### config.mk
export PLATFORM = sky130hd
export DESIGN_NAME = id_pipe
export DESIGN_NICKNAME = d
export VERILOG_FILES = /design/src/rtl/id_pipe_pkg.sv /design/src/rtl/id_decode.sv /design/src/rtl/id_pipe.sv
export SDC_FILE = /design/constraint.sdc
export NUM_CORES = 1
export LEC_CHECK = 0
export BUFFER_PORTS_ARGS = -buffer_cell sky130_fd_sc_hd__buf_2
export CELL_PAD_IN_SITES_DETAIL_PLACEMENT = 0
export CELL_PAD_IN_SITES_GLOBAL_PLACEMENT = 1
export CORE_MARGIN = 3
export CORE_UTILIZATION = 37
export CTS_CLUSTER_SIZE = 8
export DETAILED_ROUTE_END_ITERATION = 7
export PLACE_DENSITY_LB_ADDON = 0.1
export SYNTH_ARGS = -nofsm -noshare
export SYNTH_HDL_FRONTEND = slang
export SYNTH_SLANG_ARGS = --single-unit
export TNS_END_PERCENT = 10
### constraint.sdc
create_clock -name clk -period 1.95 [get_ports clk]
set_input_delay 0.4875 -clock clk [delete_from_list [all_inputs] [get_ports clk]]
set_output_delay 0.4875 -clock clk [all_outputs]
set_load 0.1 [all_outputs]
### src/rtl/id_pipe_pkg.sv
// Shared decode constants and bundle layout for the id_pipe decode stage.
package id_pipe_pkg;

  localparam int OPC_W = 7;
  localparam int REG_W = 5;
  localparam int F3_W  = 3;
  localparam int F7_W  = 7;
  localparam int CSR_W = 12;

  localparam logic [6:0] INST_TYPE_I   = 7'b0010011;
  localparam logic [6:0] INST_TYPE_L   = 7'b0000011;
  localparam logic [6:0] INST_TYPE_S   = 7'b0100011;
  localparam logic [6:0] INST_TYPE_B   = 7'b1100011;
  localparam logic [6:0] INST_TYPE_R_M = 7'b0110011;
  localparam logic [6:0] INST_JAL      = 7'b1101111;
  localparam logic [6:0] INST_JALR     = 7'b1100111;
  localparam logic [6:0] INST_LUI      = 7'b0110111;
  localparam logic [6:0] INST_AUIPC    = 7'b0010111;
  localparam logic [6:0] INST_CSR      = 7'b1110011;

  localparam logic [2:0] F3_ADD  = 3'b000;
  localparam logic [2:0] F3_SLL  = 3'b001;
  localparam logic [2:0] F3_SRL  = 3'b101;
  localparam logic [2:0] F3_PRIV = 3'b000;
  localparam logic [2:0] F3_RSVD = 3'b100;

  localparam logic [6:0] F7_BASE   = 7'h00;
  localparam logic [6:0] F7_ALT    = 7'h20;
  localparam logic [6:0] F7_MULDIV = 7'h01;
  localparam logic [5:0] SH_ALT    = 6'h10;

  typedef struct packed {
    logic [OPC_W-1:0] opcode;
    logic [REG_W-1:0] rd;
    logic [REG_W-1:0] rs1;
    logic [REG_W-1:0] rs2;
    logic [F3_W-1:0]  funct3;
    logic [F7_W-1:0]  funct7;
    logic [CSR_W-1:0] csr;
    logic             rd_we;
    logic             rs1_re;
    logic             rs2_re;
    logic             illegal;
  } dec_t;

  typedef enum logic [1:0] {
    EMPTY = 2'd0,
    ONE   = 2'd1,
    FULL  = 2'd2
  } state_e;

endpackage

### src/rtl/id_decode.sv
// Combinational RISC-V instruction decoder feeding the id_pipe registers.
// Define ID_RV_M_EN to accept the M-extension OP encodings.
module id_decode
  import id_pipe_pkg::*;
#(
  parameter int XLEN = 32
) (
  input  logic [31:0]     inst_i,
  output dec_t            dec_o,
  output logic [XLEN-1:0] imm_o
);

`ifdef ID_RV_M_EN
  localparam bit M_EN = 1'b1;
`else
  localparam bit M_EN = 1'b0;
`endif

  logic [6:0] opc;
  logic [2:0] f3;
  logic [6:0] f7;
  logic is_i, is_l, is_s, is_b, is_r;
  logic is_jal, is_jalr, is_lui, is_auipc, is_sys;
  logic shift, sh_ok, r_ok, ld_ok, st_ok;
  logic legal, rdw, r1, r2;
  logic [31:0] imm32;

  assign opc = inst_i[6:0];
  assign f3  = inst_i[14:12];
  assign f7  = inst_i[31:25];

  assign is_i     = opc == INST_TYPE_I;
  assign is_l     = opc == INST_TYPE_L;
  assign is_s     = opc == INST_TYPE_S;
  assign is_b     = opc == INST_TYPE_B;
  assign is_r     = opc == INST_TYPE_R_M;
  assign is_jal   = opc == INST_JAL;
  assign is_jalr  = opc == INST_JALR;
  assign is_lui   = opc == INST_LUI;
  assign is_auipc = opc == INST_AUIPC;
  assign is_sys   = opc == INST_CSR;

  assign shift = is_i && (f3 == F3_SLL || f3 == F3_SRL);
  // inst[25] is shamt[5] on RV64 and must be clear on RV32
  assign sh_ok = (inst_i[31:26] == 6'h0 ||
                  (inst_i[31:26] == SH_ALT && f3 == F3_SRL)) &&
                 !(XLEN == 32 && inst_i[25]);
  assign r_ok = f7 == F7_BASE ||
                (f7 == F7_ALT && (f3 == F3_ADD || f3 == F3_SRL)) ||
                (M_EN && f7 == F7_MULDIV);
  assign ld_ok = f3 != 3'b111 &&
                 (XLEN == 64 || (f3 != 3'b011 && f3 != 3'b110));
  assign st_ok = f3[2] == 1'b0 && (XLEN == 64 || f3 != 3'b011);

  always_comb begin
    legal = 1'b0;
    rdw   = 1'b0;
    r1    = 1'b0;
    r2    = 1'b0;
    imm32 = '0;
    unique case (1'b1)
      is_i: begin
        legal = shift ? sh_ok : 1'b1;
        imm32 = {{20{inst_i[31]}}, inst_i[31:20]};
        r1 = 1'b1;
        rdw = 1'b1;
      end
      is_l: begin
        legal = ld_ok;
        imm32 = {{20{inst_i[31]}}, inst_i[31:20]};
        r1 = 1'b1;
        rdw = 1'b1;
      end
      is_s: begin
        legal = st_ok;
        imm32 = {{20{inst_i[31]}}, inst_i[31:25], inst_i[11:7]};
        r1 = 1'b1;
        r2 = 1'b1;
      end
      is_b: begin
        legal = f3[2:1] != 2'b01;
        imm32 = {{20{inst_i[31]}}, inst_i[7], inst_i[30:25],
                 inst_i[11:8], 1'b0};
        r1 = 1'b1;
        r2 = 1'b1;
      end
      is_r: begin
        legal = r_ok;
        r1 = 1'b1;
        r2 = 1'b1;
        rdw = 1'b1;
      end
      is_jal: begin
        legal = 1'b1;
        imm32 = {{12{inst_i[31]}}, inst_i[19:12], inst_i[20],
                 inst_i[30:21], 1'b0};
        rdw = 1'b1;
      end
      is_jalr: begin
        legal = f3 == F3_ADD;
        imm32 = {{20{inst_i[31]}}, inst_i[31:20]};
        r1 = 1'b1;
        rdw = 1'b1;
      end
      is_lui, is_auipc: begin
        legal = 1'b1;
        imm32 = {inst_i[31:12], 12'h0};
        rdw = 1'b1;
      end
      is_sys: begin
        legal = f3 != F3_RSVD;
        imm32 = f3[2] ? {27'h0, inst_i[19:15]}
                      : {{20{inst_i[31]}}, inst_i[31:20]};
        r1 = !f3[2] && f3 != F3_PRIV;
        rdw = f3 != F3_PRIV;
      end
      default: ;
    endcase
    if (inst_i[1:0] != 2'b11) legal = 1'b0;
  end

  always_comb begin
    dec_o.opcode  = opc;
    dec_o.rd      = inst_i[11:7];
    dec_o.rs1     = inst_i[19:15];
    dec_o.rs2     = inst_i[24:20];
    dec_o.funct3  = (is_lui || is_auipc || is_jal) ? 3'h0 : f3;
    dec_o.funct7  = (is_r || shift) ? f7 : 7'h0;
    dec_o.csr     = is_sys ? inst_i[31:20] : 12'h0;
    dec_o.rd_we   = legal && rdw && (inst_i[11:7] != 5'd0);
    dec_o.rs1_re  = legal && r1;
    dec_o.rs2_re  = legal && r2;
    dec_o.illegal = !legal;
    imm_o = legal ? XLEN'($signed(imm32)) : '0;
  end

endmodule

### src/rtl/id_pipe.sv
// Registered decode stage with 2-entry skid buffer and flush.
// Optional M-extension decode is enabled by defining ID_RV_M_EN.
module id_pipe
  import id_pipe_pkg::*;
#(
  parameter int XLEN          = 32,
  parameter bit RESET_PC_ZERO = 1'b1
) (
  input  logic            clk,
  input  logic            rst,
  input  logic            flush_i,
  input  logic            in_valid_i,
  output logic            in_ready_o,
  input  logic [XLEN-1:0] in_pc_i,
  input  logic [31:0]     in_inst_i,
  output logic            out_valid_o,
  input  logic            out_ready_i,
  output logic [XLEN-1:0] out_pc_o,
  output logic [6:0]      out_opcode_o,
  output logic [4:0]      out_rd_o,
  output logic [4:0]      out_rs1_o,
  output logic [4:0]      out_rs2_o,
  output logic [2:0]      out_funct3_o,
  output logic [6:0]      out_funct7_o,
  output logic [XLEN-1:0] out_imm_o,
  output logic [11:0]     out_csr_addr_o,
  output logic            out_rd_we_o,
  output logic            out_rs1_re_o,
  output logic            out_rs2_re_o,
  output logic            out_illegal_o
);

  typedef struct packed {
    logic [XLEN-1:0] pc;
    logic [XLEN-1:0] imm;
    dec_t            dec;
  } ent_t;

  dec_t            dec;
  logic [XLEN-1:0] dimm;
  ent_t            in_ent, main_q, main_d, skid_q;
  state_e          state_q, state_d;
  logic            valid_q, ready_q;
  logic            acc, pop, ld_main, ld_skid, from_skid;

  id_decode #(.XLEN(XLEN)) u_dec (
    .inst_i (in_inst_i),
    .dec_o  (dec),
    .imm_o  (dimm)
  );

  assign in_ent = '{pc: in_pc_i, imm: dimm, dec: dec};
  assign acc    = in_valid_i && ready_q;
  assign pop    = valid_q && out_ready_i;
  assign main_d = from_skid ? skid_q : in_ent;

  always_comb begin
    state_d   = state_q;
    ld_main   = 1'b0;
    ld_skid   = 1'b0;
    from_skid = 1'b0;
    if (flush_i) begin
      state_d = EMPTY;
    end else begin
      unique case (state_q)
        EMPTY: if (acc) begin
          state_d = ONE;
          ld_main = 1'b1;
        end
        ONE: if (acc && pop) begin
          ld_main = 1'b1;
        end else if (acc) begin
          state_d = FULL;
          ld_skid = 1'b1;
        end else if (pop) begin
          state_d = EMPTY;
        end
        FULL: if (pop) begin
          state_d   = ONE;
          ld_main   = 1'b1;
          from_skid = 1'b1;
        end
        default: state_d = EMPTY;
      endcase
    end
  end

  always_ff @(posedge clk) begin
    if (rst) begin
      state_q <= EMPTY;
      valid_q <= 1'b0;
      ready_q <= 1'b1;
    end else begin
      state_q <= state_d;
      valid_q <= state_d != EMPTY;
      ready_q <= state_d != FULL;
    end
  end

  always_ff @(posedge clk) begin
    if (rst) begin
      if (RESET_PC_ZERO) begin
        main_q <= '0;
        skid_q <= '0;
      end
    end else begin
      if (ld_main) main_q <= main_d;
      if (ld_skid) skid_q <= in_ent;
    end
  end

  assign in_ready_o     = ready_q;
  assign out_valid_o    = valid_q;
  assign out_pc_o       = main_q.pc;
  assign out_imm_o      = main_q.imm;
  assign out_opcode_o   = main_q.dec.opcode;
  assign out_rd_o       = main_q.dec.rd;
  assign out_rs1_o      = main_q.dec.rs1;
  assign out_rs2_o      = main_q.dec.rs2;
  assign out_funct3_o   = main_q.dec.funct3;
  assign out_funct7_o   = main_q.dec.funct7;
  assign out_csr_addr_o = main_q.dec.csr;
  assign out_rd_we_o    = main_q.dec.rd_we;
  assign out_rs1_re_o   = main_q.dec.rs1_re;
  assign out_rs2_re_o   = main_q.dec.rs2_re;
  assign out_illegal_o  = main_q.dec.illegal;

endmodule

==> reports/results.txt, run 1 <==
Status -> finished clean
Max VDD drop -> 558 uV
Worst-margin pin slew -> 0.632 ns
DRT Pass-1 Iters -> 7
Buf+Inv Stages, Crit Path -> 1
Postcts setup bufs -> 0
Sequential element share of the synthesized area -> 46.9%
Max cap viols -> 0
Crit-path slowest cell -> buf_2
Syn Inst Count -> 1118
Vias in the first global route -> 8698
CP Max Fanout -> 2
H-tree levels -> 2
Area growth, synth to finish -> 28.6%
CP startpoint -> out_imm_o[4]
Leak pwr -> 5.05 nW
Initial core utilization -> 38.2%
Die ar. -> 0.0283 mm2
Post-synth ARST share -> 0%
Yosys top cell area share -> 46.9%
Routed vias/inst -> 5.37
Max clock buf depth -> 3
RSZ-0062 raised after global routing -> no
Remaining DRCs -> 0
CP Cell Sequence -> buf_2
Total track usage -> 21.6%
Final core utilization -> 49.1%
Fin. Hold Viols -> 0
Synth unique cells -> 68
Vias -> 8958
Worst r2r path cells -> 4
Synth Flop Type -> dfxtp_1
Pin count of the biggest net entering global routing -> 79
Critical Path AT -> 1.33 ns
Core area -> 0.0255 mm2
Crit path to -> out_imm_o[4]
Synthesized flop and latch total -> 228
Yosys warning total -> 0
Endpoints failing setup -> 0
Layout cells sized above 1 -> 27.0%
Instance count on the critical path -> 1
PD cells -> 924 mW/mm2
TritonCTS Buffers -> 34
ANT nets after route -> 0
Hold Crit Class -> in -> reg
Die width -> 168 um
R2R setup slack -> 0.19 ns
Routed WL -> 31400 um
Root Driver -> clkbuf_16
Clock insertion delay at the later pin of the skew report -> 0.50 ns
Worst Setup Path Type -> reg -> out
First-pass GRT wire length -> 49500 um
RR Endpoint -> out_imm_o[14]
Total gr overflow -> 0
Clock skew -> 0.0105 ns
Hpwl dp -> 21000 um
Initial DRC count -> 594
Final nets -> 1403
Max-slew headroom -> 57.9%
Final max-slew violation count -> 0
Sink Count -> 228
Reg2reg start -> state_q[1]
Count of hold-fix buffers inserted at cts -> 0
CP delay by family, top -> buffers and inverters
Slack of the critical path -> 0.137 ns
Most area-consuming cells after synthesis -> dfxtp_1 47%, nand2_1 7.3%, mux2i_1 5.4%, a211oi_1 5.3%, a21oi_1 4.8%
Die height -> 168 um
Crit. End Element -> output pin
Routability cong. -> 0.839
CTS tree -> yes
PortBufs -> 182
Io pins -> 183
Post-synth net total -> 1187
CP Data Required Time -> 1.46 ns
Max incr delay on CP -> 0.45 ns
Wirelength per Cell -> 18.8 um
Netlist Area Pre-Place -> 0.00972 mm2
Syn avg cell area -> 8.70 um2
Max Freq -> 552 MHz
Critical Path Source Type -> register
Num rows -> 58
Initial antenna violation count -> 4
Largest area contributor in the netlist -> dfxtp_1
Clock slew at reported path FFs -> 0.05 ns
Ant. Diodes -> 0
Min Clock Period, post-route -> 1.81 ns
Final worst path period share -> 93.0%
Number of synthesized flops with an enable pin -> 0
Dpl ws -> -0.225 ns
synth_stat cells (3+ instances only):
master and count:
o211ai_1 3, a22oi_1 38, o21ai_0 15, or4_1 3
buf_4 15, clkbuf_2 3, nor3_1 26, dfxtp_1 228
a221oi_1 8, nor2_1 89, a21o_1 7, clkbuf_1 61
buf_6 6, inv_1 11, o22ai_2 9, nand3_1 26
o31ai_4 3, o21ai_1 31, nor3b_1 4, nand2_1 189
o21a_1 6, nand2b_1 3, nand4b_1 3, and3_1 13
o22ai_1 19, mux2i_1 52, a21oi_1 93, nor2b_1 3
nand4_1 10, nand3b_1 4, a222oi_1 4, a211oi_1 69
buf_2 17
layout make-up:
cell class	instances	area, um2
clock buffer	37	883
clock inverter	2	13.8
fill	2506	13000
inverter	11	41.3
multi-input combinational	775	4660
sequential	228	4570
tap	330	413
timing repair buffer	284	1920
flip-flops by register name, indices dropped and copies added, names as in the netlist:
register	count
skid_q	112
out_imm_o	32
out_pc_o	32
out_csr_addr_o	12
out_funct7_o	7
out_opcode_o	7
out_rd_o	5
out_rs1_o	5
out_rs2_o	5
out_funct3_o	3
state_q	2
in_ready_o	1
out_illegal_o	1
out_rd_we_o	1
out_rs1_re_o	1
out_rs2_re_o	1
out_valid_o	1
kinds of logic after synthesis:
| kind of cell | count (synthesis) | synth area share [%] |
|---|---|---|
| AOI/OAI and AO/OA | 327 | 23.4 |
| xor gates and xnor gates | 1 | 0.0901 |
| buffers and inverters | 115 | 5.74 |
| DFF | 228 | 46.9 |
| muxes | 52 | 5.35 |
| and+or+nand+nor | 395 | 18.5 |
power by group:
part | switching, mW | total (mW) | internal, mW
clock network | 1.96 | 5.12 | 3.16
registers | 0.0554 | 4.83 | 4.78
logic | 1.18 | 1.60 | 0.419
per-stage QoR:
stage	cells	hold WS, ns	area, um2	total power, mW	setup TNS (ns)
2_1_floorplan	1118	0.425	9750	6.03	0
3_3_place_gp	1628	0.434	11600	6.52	-10.79
3_5_place_dp	1628	0.437	11600	6.53	-13.18
4_1_cts	1667	0.225	12500	11.7	0
5_1_grt	1667	0.236	12500	12.0	0
6_report	1667	0.244	12500	11.5	0
per-layer routing:
metal / part of all wire, % / global-route usage (%) / routed length (um)
met1: 45 / 28.9 / 14100
met2: 46 / 34.3 / 14300
met3: 7.4 / 6.22 / 2310
met4: 2.0 / 5.62 / 621
met5: 0.14 / 0 / 45
timing repair:
| action | 4_1_cts | 5_1_grt |
|---|---|---|
| hold endpoints to repair | 0 | 0 |
| resized for setup | 0 | 1 |
| setup endpoints to repair | 0 | 29 |
cell usage in the layout (no fill, tap or decap), types with 6 or more instances in the layout:
master,instances
o22ai_1,19
o21ai_0,15
o21a_1,6
inv_1,11
a211oi_1,69
buf_4,83
and3_1,13
a22oi_1,38
a21oi_1,93
o22ai_2,9
dfxtp_1,225
mux2i_1,52
nand4_1,10
a221oi_1,8
clkbuf_16,35
buf_12,19
nor3_1,25
a21o_1,7
nand3_1,26
nand2_1,188
o21ai_1,31
buf_2,181
nor2_1,87
worst min path at each step:
stage                startpoint          end  depth (start not counted)
finish               in_pc_i[5]   skid_q[85]                          3
global placement     skid_q[55]   skid_q[55]                          2
global route        in_pc_i[21]  skid_q[101]                          3
floorplan             skid_q[3]    skid_q[3]                          2
CTS                  in_pc_i[6]   skid_q[86]                          3
detailed placement   skid_q[58]   skid_q[58]                          2
Power figures use the tool's default switching activity.
==> run 2: changes to the inputs <==
--- a/config.mk
+++ b/config.mk
@@ -12,6 +12,7 @@
 export CORE_UTILIZATION = 37
 export CTS_CLUSTER_SIZE = 8
 export DETAILED_ROUTE_END_ITERATION = 7
+export GPL_TIMING_DRIVEN = 0
 export PLACE_DENSITY_LB_ADDON = 0.1
 export SYNTH_ARGS = -nofsm -noshare
 export SYNTH_HDL_FRONTEND = slang
==> run 2 against run 1 <==
Against the previous run:
- cell count about the same
- die area unchanged
- sequential power about the same
- global-route usage increased by 2.5 points
- the flow now finishes with violations (negative setup slack)
- worst setup slack got worse by 0.15 ns
- combinational power decreased by 3%
- via count increased by 3.0%
- non-clock buffer count unchanged
- critical path type is now in -> reg
- clock-buffer cell count unchanged
- largest cell class unchanged
- fmax decreased by 7.8%
==> reports/results.txt, run 2 (synthesis gave the netlist of run 1 again) <==
Status -> complete, but fails checks
Failing checks -> negative setup slack
First-pass GRT wire length -> 53400 um
Initial core utilization -> 38.2%
Root Driver -> clkbuf_16
TNS Setup -> -0.0183 ns
Core area -> 0.0255 mm2
DRT Pass-1 Iters -> 6
Worst Setup Path Type -> in -> reg
Max cap viols -> 0
CP delay by family, top -> compound AO/OA/AOI/OAI gates
Min Clock Period, post-route -> 1.96 ns
Routed vias/inst -> 5.53
Critical Path AT -> 2.31 ns
Final core utilization -> 47.8%
Buf+Inv Stages, Crit Path -> 2
Max incr delay on CP -> 0.66 ns
Die width -> 168 um
Final max-slew violation count -> 0
Dpl cell area -> 0.0110 mm2
Worst-margin pin slew -> 0.876 ns
Routability cong. -> 0.858
Vias -> 9229
Clock skew -> 0.00897 ns
CTS tree -> yes
Clock insertion delay at the later pin of the skew report -> 0.50 ns
Wirelength per Cell -> 21.0 um
Clock slew at reported path FFs -> 0.05 ns
Die height -> 168 um
TritonCTS Buffers -> 34
Fin. Hold Viols -> 0
Routed WL -> 35100 um
Pin count of the biggest net entering global routing -> 11
H-tree levels -> 2
CP Cell Sequence -> clkbuf_2 > buf_4 > nor3b_1 > o2111ai_2 > nand3_2 > a222oi_1 > o21ai_0
Commonest non-fill, non-tap cells in the layout -> 224 x dfxtp_1, 188 x nand2_1, 184 x buf_2
RSZ-0062 raised after global routing -> yes
Endpoints failing setup -> 2
Max-slew headroom -> 41.6%
Die ar. -> 0.0283 mm2
Max VDD drop -> 593 uV
Leak pwr -> 4.88 nW
CP Data Required Time -> 2.30 ns
Commonest non-fill, non-tap cell in the layout -> dfxtp_1
PD cells -> 960 mW/mm2
Crit-path slowest cell -> a222oi_1
Biggest register -> skid_q
Hpwl dp -> 24400 um
ANT nets after route -> 0
Count of hold-fix buffers inserted at cts -> 0
Max reg flops -> 112
Total track usage -> 24.1%
Critical Path Source Type -> primary input
PortBufs -> 172
Sink Count -> 228
Vias in the first global route -> 9018
Max Freq -> 509 MHz
Hold Crit Class -> in -> reg
Crit. End Element -> register
Io pins -> 183
Remaining DRCs -> 0
Initial DRC count -> 677
Hold Worst Slack -> 0.237 ns
Final nets -> 1403
Final worst path period share -> 101%
Num rows -> 58
Area growth, synth to finish -> 25.3%
CP Max Fanout -> 10
Initial antenna violation count -> 3
Layout cells sized above 1 -> 25.4%
Final Cell Area -> 0.0122 mm2
Slack of the critical path -> -0.0150 ns
Total gr overflow -> 0
Max clock buf depth -> 3
run 2: layout make-up:
cell class / count / area [um2]
inverters: 11 / 41.3
fillers: 2616 / 13300
well taps: 330 / 413
multi-input cells: 775 / 4710
clock buffers: 37 / 883
repair buffers: 180 / 925
plain buffers: 104 / 592
diodes: 1 / 2.50
flip-flops and latches: 228 / 4580
clock inverters: 2 / 38.8
run 2: timing repair:
action | CTS | global route
pin swaps | 2 | 5
cloned | 0 | 0
setup endpoints to repair | 220 | 190
setup buffers | 3 | 5
gates resized for setup | 37 | 52
run 2: path summary, 6_finish.rpt:
check	start	endpoint	slack [ns]	cells past startpoint
min	flush_i	state_q[0]	0.24	2
max reg2reg	state_q[1]	out_imm_o[25]	0.05	5
min reg2reg	skid_q[76]	skid_q[76]	0.45	2
max	in_inst_i[4]	skid_q[51]	-0.01	7
run 2: through the flow:
step / std cells / total power, mW / setup WS [ns]
floorplan: 1118 / 6.03 / 0.00238
global placement: 1620 / 6.44 / -0.914
detailed placement: 1620 / 6.45 / -0.944
CTS: 1662 / 11.8 / -0.00690
global route: 1668 / 12.1 / -0.0660
finish: 1668 / 11.7 / -0.0150
run 2: report_power, final:
group | switching (mW) | internal [mW] | total [mW]
sequential | 0.0614 | 4.77 | 4.83
clock | 2.02 | 3.29 | 5.31
combinational | 1.20 | 0.346 | 1.55
total | 3.29 | 8.41 | 11.7
run 2: per-layer routing:
layer	track usage [%]	share of wire [%]	vias up
met4	5.87	2.1	4
met2	40.2	47	322
met5	0	0.077	-
met3	5.12	7.0	53
li1	-	-	4450
met1	32.0	43	4400
run 2: worst reg2reg max path, stage by stage (launching register included):
cell	delay, ns
dfxtp_2	0.34
nand3b_1	0.27
nor4_1	0.56
o31ai_4	0.26
buf_6	0.22
o22ai_1	0.16
